### config.mk
export PLATFORM = sky130hd
export DESIGN_NAME = pipelined_cla_adder
export DESIGN_NICKNAME = d
export VERILOG_FILES = /design/src/rtl/pipelined_cla_adder.sv
export SDC_FILE = /design/constraint.sdc
export NUM_CORES = 1
export LEC_CHECK = 0
export ABC_AREA = 1
export BUFFER_PORTS_ARGS = -buffer_cell sky130_fd_sc_hd__buf_2
export CORE_AREA = 2 2 90 92
export CTS_CLUSTER_DIAMETER = 80
export CTS_CLUSTER_SIZE = 10
export DETAILED_ROUTE_END_ITERATION = 8
export DIE_AREA = 0 0 92 94
export MAX_ROUTING_LAYER = met4
export PLACE_DENSITY = 0.75
export SKIP_CTS_REPAIR_TIMING = 1
export SYNTH_ARGS = -nofsm -noshare
export SYNTH_HDL_FRONTEND = slang
export SYNTH_SLANG_ARGS = --single-unit
### constraint.sdc
create_clock -name clk -period 2.4 [get_ports clk]
set_input_delay 0.36 -clock clk [delete_from_list [all_inputs] [get_ports clk]]
set_output_delay 0.36 -clock clk [all_outputs]
set_load 0.05 [all_outputs]
### src/rtl/pipelined_cla_adder.sv
// pipelined_cla_adder
// Pipelined carry-lookahead adder/subtractor with valid/ready handshakes.
// The operand is split into NG = WIDTH/GROUP groups. Each pipeline stage resolves
// one group with a full-lookahead block and registers the group carry for the next
// stage. Skew registers carry the unprocessed upper operand bits forward, and
// deskew registers carry the finished lower sum bits forward.
// A single global advance enable (adv = !out_valid || out_ready) moves all stages
// at once. Latency is NG edges, counting the accepting edge. Throughput is one
// result per cycle.
// Optional build macro: CLA_SAT_EN enables signed saturation of sum on overflow.
// With the macro undefined, sum is the wrapped modulo-2^WIDTH result.
module pipelined_cla_adder #(
    parameter int WIDTH = 16,
    parameter int GROUP = 4
) (
    input  logic             clk,
    input  logic             rst,
    input  logic             in_valid,
    output logic             in_ready,
    input  logic [WIDTH-1:0] a,
    input  logic [WIDTH-1:0] b,
    input  logic             cin,
    input  logic             sub,
    output logic             out_valid,
    input  logic             out_ready,
    output logic [WIDTH-1:0] sum,
    output logic             cout,
    output logic             ovf
);

    localparam int NG = WIDTH / GROUP;

    // Full-lookahead group adder. The result is packed as
    // {carry into group msb, carry out of group, group sum}.
    function automatic logic [GROUP+1:0] cla_group(
        input logic [GROUP-1:0] x,
        input logic [GROUP-1:0] y,
        input logic             ci
    );
        logic [GROUP-1:0] p;
        logic [GROUP-1:0] g;
        logic [GROUP:0]   c;
        logic             all_p;
        p    = x ^ y;
        g    = x & y;
        c    = '0;
        c[0] = ci;
        for (int i = 0; i < GROUP; i++) begin
            // c[i+1] = g[i] | p[i]g[i-1] | ... | p[i..0]ci, each term formed directly
            all_p  = 1'b1;
            c[i+1] = 1'b0;
            for (int j = i; j >= 0; j--) begin
                c[i+1] = c[i+1] | (g[j] & all_p);
                all_p  = all_p & p[j];
            end
            c[i+1] = c[i+1] | (all_p & ci);
        end
        return {c[GROUP-1], c[GROUP], p ^ c[GROUP-1:0]};
    endfunction

`ifdef CLA_SAT_EN
    // Clamp to the signed extreme matching the sign of the true result.
    // On overflow both effective operands share the sign bit, so a's msb gives that sign.
    function automatic logic [WIDTH-1:0] saturate(
        input logic [WIDTH-1:0] s,
        input logic             of,
        input logic             a_msb
    );
        if (!of)
            return s;
        else if (a_msb)
            return {1'b1, {(WIDTH-1){1'b0}}};
        else
            return {1'b0, {(WIDTH-1){1'b1}}};
    endfunction
`endif

    logic             adv;
    logic [WIDTH-1:0] bx_in;
    logic             c0_in;

    assign adv      = !out_valid || out_ready;
    assign in_ready = adv;

    // Subtraction is A + ~B + !borrow; the remaining logic only ever adds.
    assign bx_in = sub ? ~b : b;
    assign c0_in = sub ? !cin : cin;

    for (genvar k = 0; k < NG; k++) begin : g_stage
        logic [WIDTH-1:0] a_src;
        logic [WIDTH-1:0] bx_src;
        logic [WIDTH-1:0] s_src;
        logic             c_src;
        logic             v_src;
        logic [GROUP+1:0] grp;
        logic [WIDTH-1:0] s_next;

        if (k == 0) begin : g_src
            assign a_src  = a;
            assign bx_src = bx_in;
            assign s_src  = '0;
            assign c_src  = c0_in;
            assign v_src  = in_valid;
        end else begin : g_src
            assign a_src  = g_stage[k-1].g_reg.a_pipe;
            assign bx_src = g_stage[k-1].g_reg.bx_pipe;
            assign s_src  = g_stage[k-1].g_reg.s_pipe;
            assign c_src  = g_stage[k-1].g_reg.c_pipe;
            assign v_src  = g_stage[k-1].g_reg.v_pipe;
        end

        assign grp = cla_group(a_src[k*GROUP +: GROUP], bx_src[k*GROUP +: GROUP], c_src);

        // Merge this stage's group sum into the deskewed partial result.
        always_comb begin
            s_next                    = s_src;
            s_next[k*GROUP +: GROUP]  = grp[GROUP-1:0];
        end

        if (k < NG - 1) begin : g_reg
            logic             v_pipe;
            logic             c_pipe;
            logic [WIDTH-1:0] a_pipe;
            logic [WIDTH-1:0] bx_pipe;
            logic [WIDTH-1:0] s_pipe;
            logic             unused_msb_carry;

            // The carry into the group msb only matters in the last group.
            assign unused_msb_carry = grp[GROUP+1];

            // ---- stage boundary k -> k+1 ----
            // Valid bit is the only control state here; reset flushes in-flight work.
            always_ff @(posedge clk or posedge rst) begin
                if (rst)
                    v_pipe <= 1'b0;
                else if (adv)
                    v_pipe <= v_src;
            end

            // Data advances with the pipeline; contents of invalid stages are don't-care.
            always_ff @(posedge clk) begin
                if (adv) begin
                    a_pipe  <= a_src;
                    bx_pipe <= bx_src;
                    s_pipe  <= s_next;
                    c_pipe  <= grp[GROUP];
                end
            end
        end else begin : g_out
            logic             ovf_next;
            logic [WIDTH-1:0] sum_next;
            logic             unused_src;

            // Only the last group's operand bits are consumed here.
            assign unused_src = ^{a_src, bx_src};
            assign ovf_next   = grp[GROUP+1] ^ grp[GROUP];

`ifdef CLA_SAT_EN
            assign sum_next = saturate(s_next, ovf_next, a_src[WIDTH-1]);
`else
            assign sum_next = s_next;
`endif

            // ---- output stage ----
            // Output register: the last stage writes straight into the result ports.
            always_ff @(posedge clk or posedge rst) begin
                if (rst) begin
                    out_valid <= 1'b0;
                    sum       <= '0;
                    cout      <= 1'b0;
                    ovf       <= 1'b0;
                end else if (adv) begin
                    out_valid <= v_src;
                    sum       <= sum_next;
                    cout      <= grp[GROUP];
                    ovf       <= ovf_next;
                end
            end
        end
    end

endmodule

==> flow_metrics.py, run 1 <==
metrics = {
    "run_status": {
        "status": "finished clean",
    },
    "sta": {
        "max_slew_margin_pct": 46.3,
        "setup_slack_ns": 0.679,
        "setup_violations": 0,
        "hold_viol_final": 0,
        "min_period_over_period_pct": 71.7,
        "fin_crit_ns": 1.72,
        "clock_skew_ns": 0.00881,
        "drv_slew": 0,
        "tightest_slew_ns": 0.805,
        "setup_tns_ns": 0,
        "rsz0062_at_grt": "no",
        "fmax_ghz": 0.581,
    },
    "layout": {
        "layout_common_cells": "edfxtp_1, nand2_1, buf_2",
        "stdcell_count": 453,
        "layout_commonest_cell": "edfxtp_1",
        "antennaDiodeCount": 0,
        "drive_above_1_share_pct": 23.4,
        "layout.nets": 404,
        "fin_area_mm2": 0.00450,
        "area_growth_pct": 15.5,
    },
    "floorplan": {
        "die-area_mm2": 0.00865,
        "die_y_um": 94,
        "start_util_pct": 51.2,
        "chipWidth_um": 92,
        "ios": 58,
        "placeableCoreArea_mm2": 0.00761,
        "rows": 32,
    },
    "worst_setup_path": {
        "arrival_ns": 1.84,
        "start_kind": "input pin",
        "path_cells": "buf_2 -> buf_4 -> xor2_1 -> ha_1 -> a31oi_1 -> nand2_1 -> nand2_1 -> nand2_1",
        "crit_top_cell": "nand2_1",
        "critical_path_class": "in2reg",
        "path_max_fanout": 10,
        "max_stage_delay_ns": 0.32,
        "required_ns": 2.52,
        "slowest_stage": "ha_1",
        "critPathBufInv": 2,
        "critical_path.top_delay_family": "buffers and inverters",
        "cp-end-kind": "register",
    },
    "route": {
        "wl_per_cell_um": 12.1,
        "routed_wl_um": 5490,
        "drt_iter0_markers": 108,
        "drt_pass1_iterations": 4,
        "viasPerCell": 4.61,
        "ant_nets": 0,
        "drcViolationCount": 0,
        "vias": 2090,
    },
    "clock_tree": {
        "htree_levels": 3,
        "cts.sinks": 97,
        "cts_tree": "built",
        "cts_buffer_depth": 2,
        "root_buffer": "clkbuf_8",
        "clock_latency_ns": 0.36,
        "cts_made_buffers": 9,
        "clk_pin_slew_ns": 0.09,
    },
    "placed_design": {
        "hpwlAfterDp_um": 3870,
        "dp_slack_ns": 0.317,
        "dpl-instance-area_mm2": 0.00431,
        "io_buffers": 57,
        "place_congestion": 0.776,
        "place_inst": 437,
    },
    "logic_synthesis": {
        "synth_top_family_by_area": "simple AND/OR/NAND/NOR gates",
        "synthMuxAreaShare_pct": 0,
        "synth_cell_types": 22,
        "ys_ff_latch": 97,
        "syn_area_mm2": 0.00390,
        "synthCells": 279,
        "synth_fa_ha_area_share_pct": 7.19,
        "synth_nets": 337,
        "syn_avg_cell_area_um2": 14.0,
        "synth_top_flop_cell": "edfxtp_1",
        "yosysSeqAreaShare_pct": 71.9,
        "synth_edf_count": 75,
        "synthXorXnorAreaFrac_pct": 6.04,
        "synth_compound_gate_area_share_pct": 2.05,
        "synth-simple-area-share_pct": 9.70,
        "ys_warn_count": 0,
        "synthArstFlopShare_pct": 22.7,
    },
    "min_path": {
        "hold_class": "in2async",
    },
    "power_and_ir_drop": {
        "ir_worst_vdd_mv": 0.421,
        "p_leak_nw": 2.04,
        "power_density_mw_per_mm2": 1280,
    },
    "global_routing": {
        "grt_pass1_vias": 2018,
        "track_usage_pct": 14.6,
        "antenna_found_initial": 0,
        "grt_pass1_wl_um": 9290,
        "gr-total-overflow": 0,
        "grt_max_degree": 49,
    },
    "job": {
        "drv_cap": 0,
    },
}
-- flip-flops by register name, indices dropped and copies added, names as in the netlist --
register / count
g_stage.g_reg.c_pipe: 3
out_valid: 1
g_stage.g_reg.a_pipe: 24
cout: 1
sum: 16
g_stage.g_reg.v_pipe: 3
g_stage.g_reg.bx_pipe: 24
g_stage.g_reg.s_pipe: 24
ovf: 1
-- final timing paths --
kind                            cells after the start                               endpoint                            startpoint  slack (ns)
worst min-delay path                                2                     sum[4]$_DFFE_PP0P_                                   rst        0.14
worst max register to register                      6      g_stage[1].g_reg.c_pipe$_DFFE_PP_  g_stage[0].g_reg.a_pipe[5]$_DFFE_PP_        0.87
min in group clk                                    1  g_stage[0].g_reg.a_pipe[14]$_DFFE_PP_                                 a[14]        0.16
worst max-delay path                                8      g_stage[0].g_reg.c_pipe$_DFFE_PP_                                   sub        0.68
max in group asynchronous                           2                    sum[14]$_DFFE_PP0P_                                   rst        1.76
worst min register to register                      0   g_stage[2].g_reg.s_pipe[0]$_DFFE_PP_  g_stage[1].g_reg.s_pipe[0]$_DFFE_PP_        0.42
-- cells by family (layout without fill, tap and decap cells) --
kind of cell,after synthesis,after routing
flops,97,97
simple gates,94,94
buf+inv,28,100
xor+xnor,26,26
fa+ha+maj,20,20
compound gates,14,14
-- power breakdown --
part / internal [mW] / leakage, nW / switching (mW)
Combinational: 0.563 / 0.910 / 1.38
Sequential: 2.62 / 1.03 / 0.216
Clock: 0.408 / 0.0991 / 0.597
Total: 3.59 / 2.04 / 2.19
-- synth_stat cells (2+ instances only) --
library cell,count,area share [%]
edfxtp_1,75,58
nand2_1,73,7.0
dfrtp_1,22,14
inv_1,22,2.1
xor2_1,21,4.7
ha_1,16,5.1
nand3_1,12,1.5
a21oi_1,5,0.64
nor2_1,5,0.48
buf_2,4,0.51
fa_1,4,2.1
o21ai_0,4,0.51
xnor2_1,4,0.90
a21o_1,3,0.58
a31oi_1,2,0.32
-- per-stage QoR --
step	power (mW)	hold WS [ns]	util [%]
2_1_floorplan	4.36	0.349	-
3_3_place_gp	4.75	0.401	56.7
3_5_place_dp	4.84	0.405	56.7
4_1_cts	5.85	0.142	59.2
5_1_grt	6.19	0.137	59.2
6_report	5.78	0.138	59.2
-- routing by layer --
layer,vias to the layer above,global-route usage [%],wire (µm),share of wire [%]
li1,1075,-,-,-
met1,944,19.1,2610,48
met5,-,-,0,0
met2,62,21.4,2470,45
met4,0,7.09,109,2.0
met3,9,4.09,301,5.5
-- final cells by class --
cell class | count | area, µm²
Multi-Input combinational cell | 154 | 973
Sequential cell | 97 | 2800
Fill cell | 609 | 3110
Timing Repair Buffer | 62 | 323
Inverter | 22 | 83.8
Clock inverter | 7 | 66.3
Clock buffer | 9 | 124
Tap cell | 102 | 128
Power figures use the tool's default switching activity.
==> run 2: changes to the inputs <==
--- a/config.mk
+++ b/config.mk
@@ -5,15 +5,15 @@
 export SDC_FILE = /design/constraint.sdc
 export NUM_CORES = 1
 export LEC_CHECK = 0
-export ABC_AREA = 1
+export ABC_AREA = 0
 export BUFFER_PORTS_ARGS = -buffer_cell sky130_fd_sc_hd__buf_2
-export CORE_AREA = 2 2 90 92
+export CORE_AREA = 2 2 91 93
 export CTS_CLUSTER_DIAMETER = 80
 export CTS_CLUSTER_SIZE = 10
 export DETAILED_ROUTE_END_ITERATION = 8
-export DIE_AREA = 0 0 92 94
+export DIE_AREA = 0 0 93 95
 export MAX_ROUTING_LAYER = met4
-export PLACE_DENSITY = 0.75
+export PLACE_DENSITY = 0.77
 export SKIP_CTS_REPAIR_TIMING = 1
 export SYNTH_ARGS = -nofsm -noshare
 export SYNTH_HDL_FRONTEND = slang
==> constraint.sdc (replaced) <==
create_clock -name clk -period 1.5 [get_ports clk]
set_input_delay 0.225 -clock clk [delete_from_list [all_inputs] [get_ports clk]]
set_output_delay 0.225 -clock clk [all_outputs]
set_load 0.05 [all_outputs]
==> run 2 against run 1 <==
The run now ends with negative setup slack left. Worst setup slack worse by 0.76 ns. Non-clock buffer count up 15. Clock skew about the same. Final area up 4.5%. Die area up 2.2%. Sequential power up 59%. Hold slack worse by 0.091 ns. Cell count down 9.9%. Critical path depth down 3. Sequential share of layout area down 2.7 points. Wire length down 2.0%. Largest power group unchanged.
==> flow_metrics.py, run 2 <==
metrics = {
    "worst_setup_path": {
        "required_ns": 1.61,
        "crit_top_cell": "a21o_1",
        "critical_path_class": "reg2reg",
        "start_kind": "register",
        "arrival_ns": 1.68,
        "path_max_fanout": 2,
        "max_stage_delay_ns": 0.42,
        "path_cells": "ha_1 -> a21o_1 -> a21oi_2 -> o21bai_2 -> a21o_1",
        "cp-end-kind": "register",
        "slowest_stage": "edfxtp_1",
        "critical_path.top_delay_family": "compound AO/OA/AOI/OAI gates",
        "critPathBufInv": 0,
    },
    "route": {
        "drcViolationCount": 0,
        "routed_wl_um": 5380,
        "drt_pass1_iterations": 4,
        "drt_iter0_markers": 66,
        "ant_nets": 0,
        "wl_per_cell_um": 13.2,
        "vias": 1890,
        "viasPerCell": 4.63,
    },
    "layout": {
        "fillers": 599,
        "area_growth_pct": 20.9,
        "layout_common_cells": "edfxtp_1, buf_2, dfrtp_1",
        "layout.nets": 356,
        "drive_above_1_share_pct": 41.3,
        "layout_commonest_cell": "edfxtp_1",
        "antennaDiodeCount": 0,
        "final_core_utilization_pct": 59.3,
        "top_regs": "g_stage.g_reg.a_pipe x24, g_stage.g_reg.bx_pipe x24, g_stage.g_reg.s_pipe x24",
    },
    "floorplan": {
        "die-area_mm2": 0.00884,
        "ios": 58,
        "chipWidth_um": 93,
        "die_y_um": 95,
        "rows": 33,
        "start_util_pct": 49.1,
        "placeableCoreArea_mm2": 0.00793,
    },
    "sta": {
        "hold_viol_final": 0,
        "fin_crit_ns": 1.58,
        "setup_violations": 4,
        "max_slew_margin_pct": 81.2,
        "holdWs_ns": 0.0465,
        "tightest_slew_ns": 0.282,
        "drv_slew": 0,
        "fmax_ghz": 0.634,
        "rsz0062_at_grt": "yes",
        "setup_tns_ns": -0.183,
        "setup_slack_ns": -0.0765,
        "min_period_over_period_pct": 105,
        "clock_skew_ns": 0.00878,
    },
    "logic_synthesis": {
        "ys_top_cells_by_area": "edfxtp_1, dfrtp_1, ha_1",
        "ys_ff_latch": 97,
        "synth_edf_count": 75,
        "syn_area_mm2": 0.00389,
        "synth_top_flop_cell": "edfxtp_1",
        "synth_top_area_share_pct": 57.9,
        "synth_area_leader_cell": "edfxtp_1",
        "syn_avg_cell_area_um2": 18.1,
        "yosysSeqAreaShare_pct": 72.0,
        "synth_cell_types": 28,
        "yosysMostFrequentCell": "edfxtp_1",
        "synthTopCellsByCount": "edfxtp_1, dfrtp_1, xor2_1",
        "synth_nets": 273,
        "synthCells": 215,
        "synthArstFlopShare_pct": 22.7,
        "ys_warn_count": 0,
    },
    "placed_design": {
        "place_congestion": 0.752,
        "io_buffers": 57,
        "dp_slack_ns": -0.143,
        "hpwlAfterDp_um": 3850,
    },
    "global_routing": {
        "grt_pass1_wl_um": 8560,
        "grt_max_degree": 23,
        "antenna_found_initial": 0,
        "track_usage_pct": 13.3,
        "grt_pass1_vias": 1812,
        "gr-total-overflow": 0,
    },
    "power_and_ir_drop": {
        "power_density_mw_per_mm2": 2030,
        "p_leak_nw": 1.99,
        "ir_worst_vdd_mv": 0.698,
    },
    "min_path": {
        "hold_class": "in2reg",
    },
    "run_status": {
        "violations": "negative setup slack",
        "status": "finished, violations left",
    },
    "clock_tree": {
        "clock_latency_ns": 0.35,
        "cts_tree": "built",
        "cts.sinks": 97,
        "root_buffer": "clkbuf_8",
        "cts_made_buffers": 9,
        "cts_buffer_depth": 2,
        "clk_pin_slew_ns": 0.09,
        "htree_levels": 3,
    },
    "job": {
        "drv_cap": 0,
    },
}
-- run 2: cells by family after synthesis --
group,Yosys count,synth area share [%]
flip-flops,97,72.0
AND/OR/NAND/NOR,14,1.83
AO/OA/AOI/OAI,23,4.24
XOR/XNOR,28,6.78
adder cells (fa/ha/maj),20,7.20
multiplexers,17,5.66
buffers and inverters,16,2.25
-- run 2: worst paths after layout --
path,from,to,slack [ns],cells past startpoint
hold / removal,a[5],g_stage[0].g_reg.a_pipe[5]$_DFFE_PP_,0.05,1
setup / recovery,g_stage[0].g_reg.a_pipe[4]$_DFFE_PP_,g_stage[1].g_reg.c_pipe$_DFFE_PP_,-0.08,5
max in group asynchronous,rst,out_valid$_DFFE_PP0P_,0.81,4
setup reg to reg,g_stage[0].g_reg.a_pipe[4]$_DFFE_PP_,g_stage[1].g_reg.c_pipe$_DFFE_PP_,-0.08,5
min in group asynchronous,rst,ovf$_DFFE_PP0P_,0.45,4
hold reg to reg,g_stage[1].g_reg.bx_pipe[15]$_DFFE_PP_,g_stage[2].g_reg.bx_pipe[15]$_DFFE_PP_,0.42,0
-- run 2: through the flow --
step / power (mW) / cell area (µm²) / cells
after global placement: 7.66 / 4430 / 388
after CTS: 9.45 / 4620 / 404
final: 9.53 / 4700 / 408
after floorplan: 6.95 / 3940 / 215
after detailed placement: 7.83 / 4430 / 388
after global routing: 10.1 / 4700 / 408
-- run 2: area by class of cell --
type / count / area, µm² / area share, %
flip-flops and latches: 97 / 2800 / 59.6
well taps: 105 / 131 / 2.79
clock buffers: 9 / 124 / 2.63
inverters: 11 / 41.3 / 0.878
multi-input cells: 102 / 1060 / 22.4
repair buffers: 77 / 478 / 10.2
clock inverters: 7 / 70.1 / 1.49
-- run 2: layer usage --
layer	vias to the layer above	global-route usage, %	wire [µm]
met4	0	4.78	55
li1	938	-	-
met1	900	17.0	2490
met5	-	-	0
met3	4	4.47	229
met2	48	20.2	2600
-- run 2: where the power goes --
part	switching [mW]	internal (mW)	total (mW)	leakage, nW
Clock	0.857	0.770	1.63	0.0994
Combinational	2.04	1.36	3.40	0.882
Sequential	0.387	4.12	4.51	1.01
==> run 3: changes to the inputs <==
--- a/config.mk
+++ b/config.mk
@@ -8,10 +8,10 @@
 export ABC_AREA = 0
 export BUFFER_PORTS_ARGS = -buffer_cell sky130_fd_sc_hd__buf_2
 export CORE_AREA = 2 2 91 93
-export CTS_CLUSTER_DIAMETER = 80
 export CTS_CLUSTER_SIZE = 10
 export DETAILED_ROUTE_END_ITERATION = 8
 export DIE_AREA = 0 0 93 95
+export HOLD_SLACK_MARGIN = 0.06
 export MAX_ROUTING_LAYER = met4
 export PLACE_DENSITY = 0.77
 export SKIP_CTS_REPAIR_TIMING = 1
==> run 3 against run 2 <==
The run still ends with negative setup slack left. Worst setup slack lost 0.0060 ns. Combinational power is essentially flat. Critical path depth is the same. Clock power is essentially flat. Count of clock-buffer cells in the layout is the same. Utilization grew 1.5 points. Critical path type unchanged. Largest cell class unchanged. Largest power group unchanged.
==> flow_metrics.py, run 3 (synthesis results as in run 2) <==
metrics = {
    "clock_tree": {
        "cts_made_buffers": 9,
        "root_buffer": "clkbuf_8",
        "cts_buffer_depth": 2,
        "clock_latency_ns": 0.34,
        "cts.sinks": 97,
        "cts_tree": "built",
        "clk_pin_slew_ns": 0.09,
        "htree_levels": 3,
    },
    "global_routing": {
        "use_met3_pct": 4.47,
        "grt_use_met1_pct": 17.0,
        "grt_max_degree": 23,
        "antenna_found_initial": 0,
        "busiest_layer": "met2",
        "grt_pass1_vias": 1812,
        "grt_pass1_wl_um": 8560,
        "track_usage_pct": 13.3,
        "gr-total-overflow": 0,
        "use_met2_pct": 20.2,
    },
    "sta": {
        "clock_skew_ns": 0.00878,
        "min_period_over_period_pct": 106,
        "rsz0062_at_grt": "yes",
        "setup_slack_ns": -0.0825,
        "fmax_ghz": 0.632,
        "setup_tns_ns": -0.197,
        "hold_viol_final": 0,
        "fin_crit_ns": 1.58,
        "holdWs_ns": 0.108,
        "max_slew_margin_pct": 81.1,
        "drv_slew": 0,
        "tightest_slew_ns": 0.283,
        "setup_violations": 5,
    },
    "route": {
        "drt_iter0_markers": 64,
        "vias": 1935,
        "wl_per_cell_um": 13.2,
        "routed_wl_um": 5550,
        "drt_pass1_iterations": 4,
        "ant_nets": 0,
        "drcViolationCount": 0,
        "viasPerCell": 4.61,
    },
    "placed_design": {
        "place_congestion": 0.752,
        "io_buffers": 57,
        "dpl-instance-area_mm2": 0.00443,
        "hpwlAfterDp_um": 3850,
    },
    "layout": {
        "regArea_mm2": 0.00280,
        "drive_above_1_share_pct": 39.7,
        "area_growth_pct": 24.0,
        "multi_input_area_mm2": 0.00106,
        "layout_commonest_cell": "edfxtp_1",
        "final_core_utilization_pct": 60.9,
        "layout.nets": 368,
        "top_regs": "g_stage.g_reg.a_pipe x24, g_stage.g_reg.bx_pipe x24, g_stage.g_reg.s_pipe x24",
        "layout_common_cells": "edfxtp_1, buf_2, dfrtp_1",
        "fin_area_mm2": 0.00482,
        "antennaDiodeCount": 0,
        "fillers": 597,
    },
    "floorplan": {
        "rows": 33,
        "placeableCoreArea_mm2": 0.00793,
        "start_util_pct": 49.1,
        "die-area_mm2": 0.00884,
        "ios": 58,
        "die_y_um": 95,
        "chipWidth_um": 93,
    },
    "worst_setup_path": {
        "start_kind": "register",
        "critical_path_class": "reg2reg",
        "required_ns": 1.61,
        "cp-end-kind": "register",
        "path_max_fanout": 2,
        "arrival_ns": 1.69,
    },
    "job": {
        "drv_cap": 0,
    },
    "power_and_ir_drop": {
        "p_leak_nw": 2.04,
        "total_power_mw": 9.56,
        "ir_worst_vdd_mv": 0.714,
        "power_density_mw_per_mm2": 1980,
    },
    "run_status": {
        "status": "finished, violations left",
        "violations": "negative setup slack",
    },
    "min_path": {
        "hold_class": "in2reg",
    },
}
[run 3: cell count changes in the layout (fill, tap and decap cells not counted)]
| cell | previous run | this run |
|---|---|---|
| dlygate4sd3_1 | 1 | 13 |
[run 3: final cells by class]
class / instances / area share (%)
inverters: 11 / 0.856
clock buffers: 9 / 2.57
repair buffers: 89 / 12.4
clock inverters: 7 / 1.45
flip-flops and latches: 97 / 58.1
multi-input cells: 102 / 21.9
well taps: 105 / 2.72
[run 3: power by group]
group / leakage (nW) / internal, mW / switching, mW
sequential: 1.01 / 4.12 / 0.388
combinational: 0.932 / 1.38 / 2.05
clock: 0.0994 / 0.770 / 0.857
[run 3: layer usage]
metal | wire, µm | part of all wire, %
met1 | 2530 | 46
met2 | 2750 | 50
met3 | 221 | 4.0
met4 | 46 | 0.83
met5 | 0 | 0
[run 3: stage by stage]
stage / cells / setup slack (ns)
2_1_floorplan: 215 / -0.213
3_3_place_gp: 388 / -0.0909
3_5_place_dp: 388 / -0.143
4_1_cts: 404 / -0.140
5_1_grt: 420 / -0.139
6_report: 420 / -0.0825
[run 3: path summary, 6_finish.rpt]
path                                                   startpoint                                      to  slack, ns  cells past startpoint
hold reg to reg            g_stage[1].g_reg.bx_pipe[15]$_DFFE_PP_  g_stage[2].g_reg.bx_pipe[15]$_DFFE_PP_       0.42                      0
setup / recovery             g_stage[0].g_reg.a_pipe[4]$_DFFE_PP_       g_stage[1].g_reg.c_pipe$_DFFE_PP_      -0.08                      5
setup reg to reg             g_stage[0].g_reg.a_pipe[4]$_DFFE_PP_       g_stage[1].g_reg.c_pipe$_DFFE_PP_      -0.08                      5
hold / removal                                           in_valid     g_stage[0].g_reg.v_pipe$_DFFE_PP0P_       0.11                      2
min in group asynchronous                                     rst                         ovf$_DFFE_PP0P_       0.45                      4
max in group asynchronous                                     rst                   out_valid$_DFFE_PP0P_       0.81                      4
[run 3: critical path, stage by stage, from the launching register on]
cell	delay, ns
edfxtp_1	0.42
ha_1	0.30
a21o_1	0.17
a21oi_2	0.17
o21bai_2	0.11
a21o_1	0.17
